<file path="src/rtl/stopwatch_ctrl.sv">
// Control sequencer for the MM:SS:hh stopwatch: key debounce, run-state FSM,
// 10 ms timebase tick and clear/preset strobes for the counter chain.
module stopwatch_ctrl #(
  parameter int TICK_DIV   = 500000,
  parameter int TICK_W     = 19,
  parameter int DEB_CYCLES = 1000000,
  parameter int DEB_W      = 20,
  parameter int MAX_MIN    = 60
) (
  input  logic       CLOCK_50,
  input  logic       reset,
  input  logic       key_start_n,
  input  logic       key_lap_n,
  input  logic       key_preset_n,
  input  logic [5:0] preset_val,
  input  logic       wrap_in,
  output logic       tick,
  output logic       run,
  output logic       clr,
  output logic       load,
  output logic [5:0] load_val,
  output logic       freeze,
  output logic       alarm,
  output logic [2:0] state
);

  localparam int NKEY     = 3;
  localparam int K_START  = 0;
  localparam int K_LAP    = 1;
  localparam int K_PRESET = 2;

  typedef enum logic [2:0] {
    ST_IDLE  = 3'd0,
    ST_RUN   = 3'd1,
    ST_PAUSE = 3'd2,
    ST_LAP   = 3'd3,
    ST_DONE  = 3'd4
  } state_t;

  state_t state_q, state_d;

  logic [NKEY-1:0]   key_raw;
  logic [NKEY-1:0]   press;
  logic              clr_d, load_d;
  logic              running;
  logic              preset_ok;
  logic [5:0]        preset_clamped;
  logic [TICK_W-1:0] div_q;

  assign key_raw = {key_preset_n, key_lap_n, key_start_n};

  // Synchronizers are deliberately not reset so they still track a key held
  // during reset; 'armed' then suppresses the press such a key would cause.
  for (genvar g = 0; g < NKEY; g++) begin : g_key
    logic             sync1, sync2;
    logic             level, armed, press_q;
    logic [DEB_W-1:0] cnt;

    always_ff @(posedge CLOCK_50) begin
      sync1 <= key_raw[g];
      sync2 <= sync1;
    end

    always_ff @(posedge CLOCK_50) begin
      if (reset) begin
        level   <= 1'b1;
        armed   <= 1'b0;
        press_q <= 1'b0;
        cnt     <= '0;
      end else begin
        press_q <= 1'b0;
        armed   <= armed | sync2;
        if (sync2 != level) begin
          if (cnt == DEB_W'(DEB_CYCLES - 1)) begin
            level   <= sync2;
            cnt     <= '0;
            press_q <= armed & ~sync2;
          end else begin
            cnt <= cnt + 1'b1;
          end
        end else begin
          cnt <= '0;
        end
      end
    end

    assign press[g] = press_q;
  end

  assign running        = (state_q == ST_RUN) || (state_q == ST_LAP);
  assign preset_ok      = 32'(preset_val) < 32'(MAX_MIN);
  assign preset_clamped = preset_ok ? preset_val : '0;

  // Only the highest-priority event of a cycle is acted on; the rest are lost.
  always_comb begin
    state_d = state_q;
    clr_d   = 1'b0;
    load_d  = 1'b0;
    if (wrap_in) begin
      if (running) state_d = ST_DONE;
    end else if (press[K_START]) begin
      case (state_q)
        ST_IDLE:  state_d = ST_RUN;
        ST_RUN:   state_d = ST_PAUSE;
        ST_LAP:   state_d = ST_PAUSE;
        ST_PAUSE: state_d = ST_RUN;
        default:  state_d = state_q;
      endcase
    end else if (press[K_LAP]) begin
      case (state_q)
        ST_RUN:   state_d = ST_LAP;
        ST_LAP:   state_d = ST_RUN;
        ST_PAUSE: begin
          state_d = ST_IDLE;
          clr_d   = 1'b1;
        end
        ST_DONE:  begin
          state_d = ST_IDLE;
          clr_d   = 1'b1;
        end
        default:  state_d = state_q;
      endcase
    end else if (press[K_PRESET]) begin
      if (state_q == ST_IDLE || state_q == ST_PAUSE) load_d = 1'b1;
    end
  end

  always_ff @(posedge CLOCK_50) begin
    if (reset) begin
      state_q  <= ST_IDLE;
      clr      <= 1'b1;
      load     <= 1'b0;
      load_val <= '0;
    end else begin
      state_q  <= state_d;
      clr      <= clr_d;
      load     <= load_d;
      load_val <= load_d ? preset_clamped : '0;
    end
  end

  // Divider holds outside RUN/LAP so a resume finishes the partial period.
  always_ff @(posedge CLOCK_50) begin
    if (reset) begin
      div_q <= '0;
      tick  <= 1'b0;
    end else if (clr_d) begin
      div_q <= '0;
      tick  <= 1'b0;
    end else if (running) begin
      if (div_q == TICK_W'(TICK_DIV - 1)) begin
        div_q <= '0;
        tick  <= 1'b1;
      end else begin
        div_q <= div_q + 1'b1;
        tick  <= 1'b0;
      end
    end else begin
      tick <= 1'b0;
    end
  end

  assign run    = running;
  assign freeze = (state_q == ST_LAP);
  assign alarm  = (state_q == ST_DONE);
  assign state  = state_q;

endmodule

</file>
<file path="config.mk">
export PLATFORM = sky130hd
export DESIGN_NAME = stopwatch_ctrl
export DESIGN_NICKNAME = d
export VERILOG_FILES = /design/src/rtl/stopwatch_ctrl.sv
export SDC_FILE = /design/constraint.sdc
export NUM_CORES = 1
export LEC_CHECK = 0
export ABC_AREA = 1
export CORE_UTILIZATION = 40
export CTS_CLUSTER_SIZE = 40
export DETAILED_ROUTE_END_ITERATION = 6
export HOLD_SLACK_MARGIN = 0.15
export PLACE_DENSITY = 0.66
export SLEW_MARGIN = 40
export SYNTH_ARGS = -nofsm -noshare
export SYNTH_HDL_FRONTEND = slang
export SYNTH_SLANG_ARGS = --single-unit
</file>
<file path="constraint.sdc">
create_clock -name CLOCK_50 -period 1.65 [get_ports CLOCK_50]
set_input_delay 0.33 -clock CLOCK_50 [delete_from_list [all_inputs] [get_ports CLOCK_50]]
set_output_delay 0.33 -clock CLOCK_50 [all_outputs]
set_load 0.05 [all_outputs]
</file>
# Yosys cells after proc, flatten, opt, wreduce, memory -nomap -nowiden

Index checks and enable logic that the tools add are counted.

Register bits: 106
Input bits: 12
Output and inout bits: 15

Add/sub/neg operators: 4
Magnitude comparators: 1
Equality and inequality tests: 13
Muxes and demuxes: 17
Bitwise gates (word level): 18
Reduce and logical (&&, ||, !) cells: 21

Operators with widths:

| operator              | number |
|---|---|
| $add 20x1->20 const B | 3 |
| $eq 20x20->1 const B  | 3 |
| $reduce_or 3->1       | 8 |
| $add 19x1->19 const B | 1 |
| $eq 19x19->1 const B  | 1 |
| $mux 19               | 1 |
| $mux 3                | 4 |
| $not 1->1             | 12 |
| $mux 1                | 10 |
| $pmux 3 s3            | 1 |
| $reduce_or 2->1       | 4 |
| $eq 3x2->1 const B    | 2 |
| $lt 6x6->1 const B    | 1 |
| $pmux 3 s2            | 1 |
| $reduce_and 2->1      | 3 |
| $reduce_bool 5->1     | 1 |
| $ne 4x4->1 const B    | 1 |
| $reduce_and 4->1      | 1 |
| $and 1x1->1           | 3 |
| $eq 3x1->1 const B    | 1 |
| $eq 3x3->1 const B    | 1 |
| $logic_not 3->1       | 1 |
| $ne 1x1->1            | 3 |
| $or 1x1->1            | 3 |
| 3 further kinds       | 4 |

# Logic depth before layout (Yosys ltp)

Depth after elaboration: 9
Depth in mapped cells: 10
Mapped depth without buffers: 10

# Least setup slack after synthesis

OpenSTA, ideal clock, no wires.

Kind: reg2reg
Start point: reg state_q[0], in the netlist state[0]
End point: reg state_q[1], in the netlist state[1]
Arrival: 1.970 ns
Required time: 1.537 ns
Slack: -0.432 ns
Stages on the path, launching flop included: 8
Period minus slack after synthesis: 2.082 ns
Cell sequence: dfxtp_1 -> nand2_4 -> nor2_1 -> nor2_1 -> nand2_1 -> a21oi_1 -> nor2_1 -> nor2_1

Elaborated cells between the ends (all ways): 18
Classes of those cells: 6 x eq/ne; 5 x mux; 7 x reduce/logical

RTL lines:

| element                                              | line     | text |
|---|---|---|
| start: declaration                                   | 40       | `state_t state_q, state_d;` |
| start signal: assignment                             | 135      | `state_q <= state_d;` |
| $eq 3x2->1 *                                         | -        |  |
| via freeze                                           | 22       | `output logic freeze,` |
| $pmux 3 s3 / $reduce_or 2->1 (equally long branches) | -        |  |
| $mux 3 / $pmux 3 s2 (equally long branches)          | 109, 102 |  |
| $mux 3                                               | 101      | `end else if (press[K_START]) begin` |
| $mux 3                                               | 99       | `if (wrap_in) begin` |

Mark *: on every way through the listed nets, which the timed path passes. The rest lies on a longest branch. The select of a mux whose other input is x is not followed.
A chain may end at the register's enable or synchronous reset.

# Worst setup path in the final report

Start point: reg state_q[2], in the netlist state[2]
End point: out run

Longest elaborated chain between the ends: 2
Elaborated cells between the ends (all ways): 3
Classes of those cells: 2 x eq/ne; 1 x reduce/logical

Ends and longest elaborated chain:

| element                                         | line | text |
|---|---|---|
| $eq 3x1->1 / $eq 3x2->1 (equally long branches) | 90   | `assign running = (state_q == ST_RUN) \|\| (state_q == ST_LAP);` |
| $logic_or 1x1->1 *                              | 90   |  |
| end: declaration                                | 18   | `output logic run,` |

Every way passes the cells marked *; elsewhere a longest branch is shown, timed or not.

==> flow_summary.json <==
{
  "power_density_nw_per_um2": 853.7,
  "cts_buffers": 9,
  "drt_iter0_markers": 160,
  "synth-seq-cells": 106,
  "clk_latency_ns": 0.34,
  "rsz0062_at_grt": "no",
  "layoutNonFillerInstCount": 945,
  "synthCells": 717,
  "synth_common_cells": "nand2_1 (160), nor2_1 (122), dfxtp_1 (106), inv_1 (86), nand3_1 (41)",
  "async_flop_share_pct": 0,
  "status": "completed",
  "io_pins": 27,
  "synthMuxAreaShare_pct": 0.1939,
  "die_area_sq_um": 13360,
  "hold_path_startpoint": "g_key[1].sync1$_DFF_P_",
  "post-place-cells": 930,
  "post-dp-hpwl_mm": 7.531,
  "dp_slack_ns": -0.03002,
  "crit_buf_inv": 3,
  "r2r-start": "g_key[1].cnt[1]$_SDFF_PP0_",
  "synth_edf_count": 0,
  "synth_xor_area_share_pct": 4.920,
  "finalPower_mw": 5.211,
  "grt_pass1_vias": 4071,
  "startpoint_type": "flop",
  "syn_avg_cell_area_sq_um": 7.200,
  "grt_pass1_wl_mm": 17.60,
  "worstPathCellList": "inv_1 > nand2_4 > inv_2 > buf_12",
  "synth_compound_area_share_pct": 5.550,
  "avgViaCountPerCell": 4.636,
  "antenna_found_initial": 0,
  "wl_per_cell_microns": 10.61,
  "nNetsFinal": 785,
  "drt-total-wl_mm": 10.03,
  "finalMaxSlewViolations": 0,
  "synth.distinct_cells": 36,
  "fmax_mhz": 634.0,
  "port_buffers": 26,
  "ant_nets": 0,
  "synth_fp_nets": 733,
  "ctsHoldBuffers": 0,
  "gp_congestion": 0.8211,
  "p_leak_nw": 2.197,
  "clock-sinks": 106,
  "path_class": "flop to primary output",
  "first_pass_iters": 4,
  "tritoncts": "yes",
  "critPathRequiredTime_ns": 1.32,
  "setup_viol": 0,
  "htreeDepth": 3,
  "period_share_pct": 95.59,
  "worst_pin_slew_ns": 0.3937,
  "synthTopCellsByArea": "dfxtp_1 (41%), nand2_1 (12%), nor2_1 (8.9%)",
  "hold_slack_ns": 0.3288,
  "cts_setup_buffers": 0,
  "hp-class": "flop to flop",
  "vdd_drop_max_uv": 843.8,
  "antenna_cells": 0,
  "final_hold_viol_count": 0,
  "drv_cap": 0,
  "layout-area-overhead-vs-synth_pct": 18.25,
  "drc": 0,
  "slew_headroom_pct": 73.58,
  "synthFlopType": "dfxtp_1",
  "grt_start_max_net_pins": 19,
  "endpoint_kind": "primary output",
  "fp.dieH_microns": 115.6,
  "yosysWarningCount": 0,
  "cpMaxStageDelayCell": "dfxtp_2",
  "fin_skew_ns": 0.006718,
  "synth_most_common_cell": "nand2_1",
  "gr-total-overflow": 0,
  "rows": 41,
  "via_count": 4381,
  "yosysTopAreaCell": "dfxtp_1",
  "syn_area_sq_um": 5162,
  "crit_start": "state[2]$_SDFFE_PP0P_",
  "track_usage_pct": 16.35,
  "cp_top_family": "flip-flops",
  "coreArea_sq_um": 12620,
  "synthAdderAreaFrac_pct": 0.9695,
  "netlist.area_leader.share_pct": 41.11,
  "die_x_microns": 115.6,
  "crit_arrival_ns": 1.25,
  "synth_top_family_by_area": "simple AND/OR/NAND/NOR gates",
  "yosys.area_share.simple_pct": 39.46,
  "cts.clk_slew.worst_paths_ns": 0.07,
  "initial_core_util_pct": 40.91,
  "critPathMaxStageDelay_ns": 0.39,
  "path_max_fanout": 9,
  "synth_seq_area_share_pct": 41.11,
  "cts-root-buf": "clkbuf_16",
  "clk_path_buf_depth": 2,
  "drive_gt1_share_pct": 15.91,
  "post-route-min-period_ns": 1.577,
  "setup_slack_ns": 0.07271
}
## report_power, final
group	leakage [nW]	internal, mW	total [mW]	switching, mW
Combinational	1.18	0.127	0.308	0.182
Sequential	0.860	2.59	2.61	0.0249
Clock	0.158	1.36	2.29	0.929
## metal layers
layer	share of wire [%]	global-route usage, %
met4	0.99	5.022
met3	4.2	4.759
met5	0	0
met2	46	27.62
met1	49	20.07
## final timing paths
path,end,slack [ns],cells past startpoint
hold / removal,g_key[1].sync2$_DFF_P_,0.33,0
setup / recovery,run,0.07,4
hold reg to reg,g_key[1].sync2$_DFF_P_,0.33,0
setup reg to reg,g_key[1].cnt[18]$_SDFF_PP0_,0.14,10
## sequential cells by signal, indices dropped and copies added (netlist names), 3 cells and up
name,flops
state,3
div_q,19
g_key.armed,3
g_key.press_q,3
g_key.level,3
g_key.sync1,3
load_val,6
g_key.cnt,60
g_key.sync2,3
## cells in the final DEF, fill, tap and decap left out, types with 4 or more instances in the layout
cell and instances:
xor2_1 23, nand3_2 6, inv_2 7, nor2_1 121, inv_1 85, clkdlybuf4s50_1 11, buf_4 28, dfxtp_1 104
nor2_2 26, a21oi_2 4, a21oi_1 34, o21ai_0 7, nand2_1 160, ha_1 4, nor3_1 14, nand4_1 24
nand3_1 41, clkbuf_16 9, buf_12 6, nand2_4 4, nand2_2 9, xnor2_1 6, nor2_4 9, nand3b_1 4
## per-stage QoR
| stage | instance area [sq um] | utilization [%] | setup TNS, ns |
|---|---|---|---|
| finish | 6105 | 48.37 | 0 |
| global route | 6105 | 48.37 | 0 |
| CTS | 6097 | 48.31 | 0 |
| detailed placement | 5774 | 45.76 | -0.1978 |
| global placement | 5774 | 45.76 | -0.1745 |
| floorplan | 5167 | - | -0.04915 |
## area by class of cell
| class | count | area, sq um |
|---|---|---|
| flip-flops and latches | 106 | 2127 |
| inverters | 93 | 354.1 |
| clock buffers | 10 | 239.0 |
| repair buffers | 45 | 440.4 |
| fillers | 1308 | 6515 |
| well taps | 172 | 215.2 |
| multi-input cells | 514 | 2650 |
| clock inverters | 5 | 78.83 |
## repair_timing
item,CTS,global route
setup endpoints to repair,1,4
hold endpoints to repair,0,0
resized for setup,1,3
cloned,0,0
## kinds of logic (layout without fill, tap and decap cells)
family,Yosys count,after routing
compound gates,52,52
xor+xnor,29,29
fa+ha+maj,4,4
buf+inv,97,153
flops,106,106
mux,1,1
simple gates,428,428
Power figures use the tool's default switching activity.
